<file path="src/rtl/counter_ud_mod.sv">
// Parametrised modulo up/down counter with variable step, wrap or saturate
// behaviour, a registered wrap pulse and sticky overflow/underflow flags.
module counter_ud_mod #(
  parameter int WIDTH   = 8,
  parameter int MAX_VAL = 2**WIDTH - 1,
  parameter int STEP_W  = 4
) (
  input  logic              clk,
  input  logic              rst,
  input  logic              en,
  input  logic              load_en,
  input  logic [WIDTH-1:0]  load,
  input  logic              down,
  input  logic [STEP_W-1:0] step,
  input  logic              sat_mode,
  input  logic              clr_flags,
  output logic [WIDTH-1:0]  count,
  output logic              wrap,
  output logic              at_max,
  output logic              at_zero,
  output logic              ovf_sticky,
  output logic              unf_sticky
);

  if (MAX_VAL > 2**WIDTH - 1 || MAX_VAL == 0) begin : g_bad_max_val
    $error("counter_ud_mod: MAX_VAL must lie in 1..2**WIDTH-1");
  end
  if (2**STEP_W - 1 > MAX_VAL + 1) begin : g_bad_step_w
    $error("counter_ud_mod: largest step exceeds the modulus MAX_VAL+1");
  end

  // Wide enough that count+step and count+modulus never truncate.
  localparam int AW = WIDTH + STEP_W + 1;

  localparam logic [WIDTH-1:0] MAX_W   = WIDTH'(MAX_VAL);
  localparam logic [AW-1:0]    MAX_EXT = AW'(MAX_VAL);
  localparam logic [AW-1:0]    MOD_EXT = AW'(MAX_VAL) + AW'(1);

  logic [WIDTH-1:0] count_nxt;
  logic             wrap_nxt;
  logic             ovf_set;
  logic             unf_set;
  logic [AW-1:0]    cnt_ext;
  logic [AW-1:0]    step_ext;
  logic [AW-1:0]    sum_ext;

  assign cnt_ext  = AW'(count);
  assign step_ext = AW'(step);

  always_comb begin
    count_nxt = count;
    wrap_nxt  = 1'b0;
    ovf_set   = 1'b0;
    unf_set   = 1'b0;
    sum_ext   = '0;
    if (load_en) begin
      count_nxt = (load > MAX_W) ? MAX_W : load;
    end else if (en && (step != '0)) begin
      if (!down) begin
        sum_ext = cnt_ext + step_ext;
        if (sum_ext > MAX_EXT) begin
          ovf_set = 1'b1;
          if (sat_mode) begin
            count_nxt = MAX_W;
          end else begin
            count_nxt = WIDTH'(sum_ext - MOD_EXT);
            wrap_nxt  = 1'b1;
          end
        end else begin
          count_nxt = WIDTH'(sum_ext);
        end
      end else begin
        if (step_ext > cnt_ext) begin
          unf_set = 1'b1;
          if (sat_mode) begin
            count_nxt = '0;
          end else begin
            sum_ext   = cnt_ext + MOD_EXT - step_ext;
            count_nxt = WIDTH'(sum_ext);
            wrap_nxt  = 1'b1;
          end
        end else begin
          count_nxt = WIDTH'(cnt_ext - step_ext);
        end
      end
    end
  end

  // A set in the same cycle as clr_flags leaves the flag high.
  always_ff @(posedge clk) begin
    if (rst) begin
      count      <= '0;
      wrap       <= 1'b0;
      ovf_sticky <= 1'b0;
      unf_sticky <= 1'b0;
    end else begin
      count      <= count_nxt;
      wrap       <= wrap_nxt;
      ovf_sticky <= ovf_set | (ovf_sticky & ~clr_flags);
      unf_sticky <= unf_set | (unf_sticky & ~clr_flags);
    end
  end

  assign at_max  = (count == MAX_W);
  assign at_zero = (count == '0);

endmodule
</file>
<file path="config.mk">
export PLATFORM = sky130hd
export DESIGN_NAME = counter_ud_mod
export DESIGN_NICKNAME = d
export VERILOG_FILES = /design/src/rtl/counter_ud_mod.sv
export SDC_FILE = /design/constraint.sdc
export NUM_CORES = 1
export LEC_CHECK = 0
export ABC_AREA = 1
export BUFFER_PORTS_ARGS = -buffer_cell sky130_fd_sc_hd__buf_2
export CORE_UTILIZATION = 57
export DETAILED_ROUTE_END_ITERATION = 8
export GPL_TIMING_DRIVEN = 1
export PLACE_DENSITY = 0.92
export SYNTH_ARGS = -nofsm -noshare
export SYNTH_HDL_FRONTEND = slang
export SYNTH_SLANG_ARGS = --single-unit
</file>
<file path="constraint.sdc">
create_clock -name clk -period 3.51 [get_ports clk]
set_input_delay 0.351 -clock clk [delete_from_list [all_inputs] [get_ports clk]]
set_output_delay 0.351 -clock clk [all_outputs]
set_load 0.05 [all_outputs]
</file>
==> impl_metrics.yaml, run 1 <==
clocking:
  postCtsSetupRepairBufs: 0
  cts_inserted_buffers: 3
  clock-root-buffer: "clkbuf_4"
  cts-resized-gates: 0
  cts_sinks: 11
  clock_latency_ns: 0.27
  clock_path_buffers: 2
  cts_hold_buffers: 0
  clk_pin_slew_ns: 0.07
  htreeDepth: 1
  tritoncts: "yes"
die:
  coreArea_um2: 2020
  num_rows: 16
  io_pins: 32
  dieArea_um2: 2400
  start_util_pct: 62.3
  die_w_um: 49.0
  dieHeight_um: 49.0
global_route:
  antenna_found_initial: 0
  grt_max_degree: 14
  grt_pass1_wl_um: 5290
  overflow: 0
  gr-usage-all-layers_pct: 28.1
  grt_pass1_vias: 1210
placed_design:
  dp_hpwl_um: 2400
  dp_slack_ns: 1.46
  placement.io_buffers: 31
  place_congestion: 0.897
setup_path:
  path_delay_family: "flip-flops"
  cp_max_fo: 10
  r2r_setup_slack_ns: 1.53
  crit_path_end_kind: "primary output"
  reg2reg_from: "count[0]$_SDFFE_PP0P_"
  cp_slowest_stage_delay_ns: 0.63
  path_cells: "inv_6 -> nor3_4 -> nand3_1 -> nor2_1 -> buf_2"
  startpoint_type: "register"
  worstReg2RegEnd: "count[2]$_SDFFE_PP0P_"
  cp_data_arrival_time_ns: 1.76
  path_class: "register to primary output"
  cp.buffers_inverters: 2
  reg2reg_depth: 12
  crit_required_ns: 3.16
  cp_slowest_cell: "dfxtp_1"
pwr:
  vdd_ir_drop_max_mv: 0.356
  pwr_density_cell_nw_per_um2: 336
  leakagePower_nw: 0.734
timing:
  min_period_ns: 2.11
  finalSetupViolCount: 0
  rsz0062_at_grt: "no"
  worst_pin_slew_ns: 0.491
  maxSlewViolCount: 0
  fin_skew_ns: 0.00645
  post-route-period-util_pct: 60.2
  tns_ns: 0
  finalHoldViolations: 0
  relSlewSlack_pct: 67.2
  clock.fmax_mhz: 474
  setup_ws_ns: 1.40
hold_path:
  min_to: "wrap$_SDFF_PP0_"
  hold_depth: 2
  holdCritStartpoint: "sat_mode"
  hold_class: "primary input to register"
synth:
  synth.area.mux_share_pct: 0
  synth-xor-area-share_pct: 3.48
  synthFlopType: "dfxtp_1"
  syn_area_um2: 1260
  ys_warn_count: 0
  synth-seq-cells: 11
  synthesis.nets: 222
  async_reset_ff_share_pct: 0
  synthDistinctLibCells: 32
  synth_edf_count: 0
  synthAdderAreaFrac_pct: 11.1
  synth_top_family_by_area: "simple AND/OR/NAND/NOR gates"
  syn_inst: 193
  avgSynthCellArea_um2: 6.52
  synth-simple-area-share_pct: 42.8
  seq_area_frac_synth_pct: 17.5
  synth_compound_area_share_pct: 13.3
layout:
  final_cell_mix: "nand2_1, buf_2, nor2_1, nand3_1, inv_1"
  num-nets-final: 252
  final_common_cell: "nand2_1"
  diodes: 0
  fillerInstances: 200
  drive_gt1_share_pct: 28.4
  synthToLayoutAreaGrowth_pct: 12.6
flow_run:
  drv_cap: 0
detailed_routing:
  drtIter0Drc: 40
  vias_per_cell: 5.28
  remaining_drc_errors: 0
  num_vias: 1314
  drt_pass1_iterations: 4
  antenna_left: 0
  routed_wl_um: 2970
  post_drt_wl_per_cell_um: 11.9
status:
  status: "finished clean"
-- logic make-up (layout without fill, tap and decap cells) --
logic type / after synthesis / in the layout
flip-flops: 11 / 11
buffers and inverters: 29 / 58
XOR/XNOR: 5 / 5
adder cells (fa/ha/maj): 10 / 10
AND/OR/NAND/NOR: 112 / 112
AO/OA/AOI/OAI: 26 / 26
-- sequential cells by signal (all words and copies together), names as in the netlist --
name / cells
unf_sticky: 1
count: 8
ovf_sticky: 1
wrap: 1
-- routing by layer --
metal  wire, um  GRT usage, %  share of wire (%)
met2       1390          44.7                 47
met4         14          5.88               0.47
met5          0             0                  0
met1       1410          38.3                 47
met3        155          7.17                5.2
-- synthesized netlist by cell type (2+ instances only) --
cell,instances,area [um^2]
o21ai_0,4,20.0
o21ai_1,5,25.0
nand2_2,7,43.8
nor3_1,3,15.0
nor2_2,3,18.8
fa_1,2,40.0
inv_2,6,22.5
a21oi_2,5,43.8
nand3_1,20,100
nand2_1,46,173
xor2_1,3,26.3
nand4_1,5,31.3
buf_6,4,45.0
inv_1,16,60.1
a21oi_1,9,45.0
xnor2_1,2,17.5
dfxtp_1,11,220
ha_1,8,100
nor2_1,21,78.8
-- worst register-to-register path, cell delays in order (launching register included) --
cell,delay [ns]
dfxtp_1,0.39
inv_1,0.08
ha_1,0.21
fa_1,0.42
nor2_2,0.18
nor2_4,0.07
nand3_2,0.07
nand2_2,0.07
inv_2,0.10
nand2_1,0.06
nand3_1,0.08
o21ai_1,0.07
a21oi_1,0.13
-- worst max path at each step --
stage	slack [ns]	start	to	cells past startpoint
2_1_floorplan	1.29	count[4]$_SDFFE_PP0P_	at_max	5
3_3_place_gp	1.47	step[0]	count[2]$_SDFFE_PP0P_	11
3_5_place_dp	1.46	step[0]	count[2]$_SDFFE_PP0P_	11
4_1_cts	1.42	count[4]$_SDFFE_PP0P_	at_max	5
5_1_grt	1.33	count[4]$_SDFFE_PP0P_	at_max	5
6_report	1.40	count[4]$_SDFFE_PP0P_	at_max	5
-- stage by stage --
step	power (mW)	utilization, %	cell area [um^2]	cells	hold slack [ns]
after floorplan	0.347	-	1260	193	0.430
after global placement	0.390	68.8	1390	245	0.460
after detailed placement	0.392	68.8	1390	245	0.465
after CTS	0.476	70.1	1420	249	0.356
after global routing	0.517	70.1	1420	249	0.353
final	0.476	70.1	1420	249	0.359
-- where the power goes --
group          internal [mW]  switching (mW)
Combinational         0.0782           0.159
Sequential             0.134          0.0207
Clock                 0.0440          0.0402
Total                  0.257           0.220
-- layout make-up --
class	instances	area (um^2)	area share (%)
well taps	27	33.8	2.38
flip-flops and latches	11	220	15.5
inverters	23	91.3	6.44
repair buffers	31	155	10.9
clock buffers	4	26.3	1.85
multi-input cells	153	891	62.8
Power figures use the tool's default switching activity.
==> inputs of run 2 (changes only) <==
Settings changed: CORE_UTILIZATION 57 to 53, PLACE_DENSITY 0.92 to 0.87.
Clock period 3.51 ns to 2.1 ns, I/O delays scaled along.
==> run 2 against run 1 <==
  * Combinational power is 75% higher
  * Final cell count is 1.2% higher
  * Design area is 1.3% higher
  * Global-route usage is 1.1 points lower
  * Critical path type is now register to register
==> impl_metrics.yaml, run 2 (synthesized netlist as in run 1, its figures left out) <==
status:
  status: "finished clean"
detailed_routing:
  num_vias: 1349
  drtIter0Drc: 56
  drt_pass1_iterations: 5
  post_drt_wl_per_cell_um: 12.5
  routed_wl_um: 3150
  remaining_drc_errors: 0
  antenna_left: 0
  vias_per_cell: 5.35
die:
  coreArea_um2: 2230
  dieHeight_um: 50.7
  dieArea_um2: 2570
  start_util_pct: 56.4
  io_pins: 32
  num_rows: 17
  die_w_um: 50.7
setup_path:
  cp_slowest_cell: "fa_1"
  path_class: "register to register"
  cp_data_arrival_time_ns: 2.13
  startpoint_type: "register"
  crit_required_ns: 2.31
  cp_slowest_stage_delay_ns: 0.42
  reg2reg_depth: 12
  cp_max_fo: 5
  cp.depth: 12
  path_cells: "inv_1 -> ha_1 -> fa_1 -> nor2_2 -> nor2_4 -> nand3_2 -> nand2_2 -> inv_2 -> nand2_1 -> nand3_1 -> o21ai_1 -> a21oi_1"
  cp.buffers_inverters: 2
  crit_path_end_kind: "register"
  path_delay_family: "adder cells"
global_route:
  antenna_found_initial: 0
  grt_pass1_vias: 1196
  grt_max_degree: 14
  gr-usage-all-layers_pct: 27.1
  overflow: 0
  grt_pass1_wl_um: 5290
layout:
  fillerInstances: 221
  synthToLayoutAreaGrowth_pct: 14.1
  final_common_cell: "nand2_1"
  stdcell_count: 252
  final_cell_mix: "nand2_1, buf_2, nor2_1, nand3_1, inv_1"
  regMostFlops: "count"
  final_core_util_pct: 64.3
  diodes: 0
  drive_gt1_share_pct: 29.9
  num-nets-final: 254
  largest_register_ffs: 8
timing:
  finalSetupViolCount: 0
  worst_pin_slew_ns: 0.374
  min_period_ns: 1.92
  relSlewSlack_pct: 75.1
  post-route-period-util_pct: 91.3
  finalHoldViolations: 0
  maxSlewViolCount: 0
  rsz0062_at_grt: "no"
  tns_ns: 0
  fin_skew_ns: 0.00263
  clock.fmax_mhz: 521
pwr:
  pwr-share-clk_pct: 18.3
  leakagePower_nw: 0.745
  pwr_density_cell_nw_per_um2: 569
  p_int_uw: 436
  combPwrFrac_pct: 50.7
  vdd_ir_drop_max_mv: 0.479
  p_seq_share_pct: 31.0
  fin_total_pwr_uw: 818
  swShare_pct: 46.7
  power.switching_uw: 382
placed_design:
  dp_hpwl_um: 2460
  placement.io_buffers: 31
  place_congestion: 0.899
  dp.cells: 248
clocking:
  clock-root-buffer: "clkbuf_4"
  clock_path_buffers: 2
  clk_pin_slew_ns: 0.07
  htreeDepth: 1
  cts_inserted_buffers: 3
  clock_latency_ns: 0.28
  tritoncts: "yes"
  cts_sinks: 11
hold_path:
  hold_depth: 2
  hold_class: "primary input to register"
flow_run:
  drv_cap: 0
run 2: repair_timing:
item                                    CTS  global route
endpoints found under the setup margin    0             1
buffers inserted                          0             0
hold buffers                              0             0
resized for setup                         0             1
run 2: final timing paths:
kind | end | start | slack (ns)
hold / removal | wrap$_SDFF_PP0_ | sat_mode | 0.20
hold reg to reg | ovf_sticky$_SDFF_PP0_ | ovf_sticky$_SDFF_PP0_ | 0.49
setup reg to reg | count[2]$_SDFFE_PP0P_ | count[0]$_SDFFE_PP0P_ | 0.18
setup / recovery | count[2]$_SDFFE_PP0P_ | count[0]$_SDFFE_PP0P_ | 0.18
run 2: area by class of cell:
class | instances | area, um^2 | share of cell area, %
sequential | 11 | 223 | 15.5
clock buffer | 4 | 26.3 | 1.83
inverter | 23 | 91.3 | 6.36
timing repair buffer | 33 | 170 | 11.8
tap | 28 | 35.0 | 2.44
multi-input combinational | 153 | 891 | 62.0
run 2: power groups by stage:
stage / Clock (mW) / Combinational [mW] / Sequential [mW]
floorplan: 0 / 0.277 / 0.303
global placement: 0 / 0.405 / 0.257
detailed placement: 0 / 0.408 / 0.257
CTS: 0.152 / 0.411 / 0.252
global route: 0.162 / 0.458 / 0.256
finish: 0.150 / 0.414 / 0.254
run 2: per-layer routing:
metal	wire, um	vias up	part of all wire, %	global-route usage (%)
li1	-	691	-	-
met1	1410	588	45	35.2
met2	1490	68	47	46.7
met3	229	2	7.3	5.76
met4	16	0	0.51	3.70
met5	0	-	0	0
run 2: through the flow:
stage                     setup WS, ns  hold WS (ns)  area (um^2)
after floorplan                 0.0113         0.289         1260
after detailed placement         0.194         0.456         1410
after CTS                        0.186         0.198         1440
final                            0.182         0.203         1440
after global placement           0.259         0.456         1410
after global routing            0.0156         0.197         1440
run 2: worst reg2reg max path, cell delays in order, from the launching register on:
cell	delay (ns)
dfxtp_2	0.37
inv_1	0.06
ha_1	0.21
fa_1	0.42
nor2_2	0.17
nor2_4	0.06
nand3_2	0.07
nand2_2	0.07
inv_2	0.10
nand2_1	0.06
nand3_1	0.07
o21ai_1	0.07
a21oi_1	0.13
==> inputs of run 3 (changes only) <==
Settings changed: ABC_AREA 1 to default, CORE_ASPECT_RATIO from default to 1.75.
==> run 3 against run 2 <==
  * The flow now finishes with violations (DRC)
  * Non-clock buffer count up 11
  * Synthesized cell count down 20%
  * Count of clock-buffer cells in the layout unchanged
  * Sequential share of layout area down 1.2 points
  * Flip-flop and latch count unchanged
  * Combinational power up 10%
  * Routed wire length up 37%
  * Critical endpoint is now count[4]$_SDFFE_PP0P_
  * Largest power group unchanged
==> impl_metrics.yaml, run 3 <==
setup_path:
  path_delay_family: "adder cells"
  path_class: "register to register"
  cp_max_fo: 6
  startpoint_type: "register"
  cp.buffers_inverters: 2
  crit_path_end_kind: "register"
  cp_data_arrival_time_ns: 2.24
  crit_required_ns: 2.27
  cp_slowest_cell: "fa_2"
  reg2reg_depth: 9
  r2r_setup_slack_ns: 0.03
  reg2reg_from: "count[0]$_SDFFE_PP0P_"
  crit_path_start: "count[0]$_SDFFE_PP0P_"
  worstReg2RegEnd: "count[4]$_SDFFE_PP0P_"
  cp_slowest_stage_delay_ns: 0.40
  path_cells: "inv_1 -> ha_2 -> fa_2 -> nand2b_4 -> o2bb2ai_4 -> buf_4 -> a31oi_2 -> a21o_1 -> a31oi_1"
hold_path:
  min_to: "count[1]$_SDFFE_PP0P_"
  holdCritStartpoint: "load[1]"
  hold_class: "primary input to register"
  hold_depth: 3
synth:
  ys_warn_count: 0
  synth_edf_count: 0
  synthesis.nets: 183
  synthDistinctLibCells: 57
  synth-seq-cells: 11
  synthTopCellsByArea: "dfxtp_1, ha_1, a21oi_1, nor2_1, inv_1"
  syn_area_um2: 1250
  async_reset_ff_share_pct: 0
  synth_most_common_cell: "a21oi_1"
  seq_area_frac_synth_pct: 17.6
  synth_top_area_share_pct: 17.6
  synthFlopType: "dfxtp_1"
  synth_top_cells_by_count: "a21oi_1, nor2_1, inv_1"
  avgSynthCellArea_um2: 8.12
  syn_inst: 154
  synth_top_area_cell: "dfxtp_1"
timing:
  whs_ns: 0.187
  min_period_ns: 2.07
  relSlewSlack_pct: 68.2
  maxSlewViolCount: 0
  setup_ws_ns: 0.0331
  finalHoldViolations: 0
  finalSetupViolCount: 0
  clock.fmax_mhz: 484
  post-route-period-util_pct: 98.4
  worst_pin_slew_ns: 0.473
  tns_ns: 0
  fin_skew_ns: 0.00410
die:
  num_rows: 22
  start_util_pct: 57.5
  die_w_um: 38.7
  dieArea_um2: 2570
  io_pins: 32
  coreArea_um2: 2170
  dieHeight_um: 66.3
placed_design:
  dp.cells: 213
  place_congestion: 0.987
  dp_hpwl_um: 3220
  dp_slack_ns: -0.0395
  placement.io_buffers: 31
  placed_cell_area_um2: 1510
global_route:
  grt_pass1_wl_um: 6430
  grt_max_degree: 23
  overflow: 0
  gr-usage-all-layers_pct: 35.7
  antenna_found_initial: 0
  grt_pass1_vias: 1423
pwr:
  leakagePower_nw: 0.700
  pwr_density_cell_nw_per_um2: 546
  vdd_ir_drop_max_mv: 0.359
status:
  violations: "DRC"
  status: "finished, violations left"
flow_run:
  drv_cap: 0
layout:
  final_cell_mix: "buf_2, a21oi_1, nor2_1, buf_4, inv_1"
  num-nets-final: 224
  diodes: 0
  drive_gt1_share_pct: 40.2
  synthToLayoutAreaGrowth_pct: 28.3
  postLayoutCellArea_um2: 1610
  stdcell_count: 218
  regMostFlops: "count"
  largest_register_ffs: 8
  final_common_cell: "buf_2"
clocking:
  clk_pin_slew_ns: 0.08
  clock_path_buffers: 2
  clock-root-buffer: "clkbuf_4"
  clock_latency_ns: 0.29
  htreeDepth: 1
  cts_sinks: 11
  cts_inserted_buffers: 3
  tritoncts: "yes"
detailed_routing:
  drt_pass1_iterations: 8
  routed_wl_um: 4320
  num_vias: 1520
  post_drt_wl_per_cell_um: 19.8
  vias_per_cell: 6.97
  antenna_left: 0
  remaining_drc_errors: 1
  drtIter0Drc: 98
-- run 3: changes by cell type in the layout (fill, tap and decap cells not counted), moves of 4 or more --
cell      change
a21oi_1       +6
a21oi_2       -5
a31oi_1       +4
buf_4        +11
inv_1         -4
inv_2         -6
nand2_1      -41
nand2_2       -6
nand2b_1      +6
nand3_1      -18
nor2_1        -8
o21ai_1       -5
-- run 3: worst max path at each step --
stage | endpoint | depth (start not counted)
4_1_cts | count[7]$_SDFFE_PP0P_ | 7
3_3_place_gp | count[0]$_SDFFE_PP0P_ | 8
2_1_floorplan | count[0]$_SDFFE_PP0P_ | 8
3_5_place_dp | count[0]$_SDFFE_PP0P_ | 8
5_1_grt | count[0]$_SDFFE_PP0P_ | 8
6_report | count[4]$_SDFFE_PP0P_ | 9
-- run 3: cell families after synthesis --
kind of cell               Yosys count  share of synthesized area, %
xor gates and xnor gates             2                          1.40
DFF                                 11                          17.6
AOI/OAI and AO/OA                   58                          37.7
and+or+nand+nor                     52                          23.9
adders and majority gates           10                          11.2
buffers and inverters               20                          7.00
muxes                                1                          1.20
-- run 3: area by class of cell --
cell class / instances / area (um^2)
multi-input combinational: 123 / 1020
fill: 168 / 569
timing repair buffer: 44 / 253
sequential: 11 / 230
inverter: 12 / 45.0
tap: 24 / 30.0
clock buffer: 4 / 26.3
-- run 3: timing repair --
| action | 4_1_cts | 5_1_grt |
|---|---|---|
| resized for setup | 3 | 9 |
| endpoints found under the setup margin | 3 | 7 |
| pin swaps | 0 | 4 |
| hold buffers | 0 | 0 |
| buffers inserted | 0 | 1 |
-- run 3: where the power goes --
group | internal, mW | switching (mW)
sequential | 0.225 | 0.0320
clock | 0.0739 | 0.0888
combinational | 0.175 | 0.282
-- run 3: routing by layer --
layer / global-route usage [%] / share of wire (%) / wire length [um] / vias up
met1: 34.5 / 32 / 1380 / 701
li1: - / - / - / 668
met2: 60.4 / 51 / 2210 / 118
met4: 24.6 / 8.8 / 381 / 0
met5: 0 / 0 / 0 / -
met3: 10.8 / 8.2 / 353 / 33
-- run 3: worst reg2reg max path: stages (launching register included) --
cell       delay (ns)
dfxtp_4          0.36
inv_1            0.07
ha_2             0.20
fa_2             0.40
nand2b_4         0.17
o2bb2ai_4        0.18
buf_4            0.18
a31oi_2          0.22
a21o_1           0.15
a31oi_1          0.04
-- run 3: through the flow --
| step | total power, mW | utilization [%] |
|---|---|---|
| final | 0.877 | 73.8 |
| after global routing | 0.907 | 73.8 |
| after CTS | 0.834 | 71.7 |
| after detailed placement | 0.671 | 69.4 |
| after global placement | 0.654 | 69.4 |
| after floorplan | 0.539 | - |
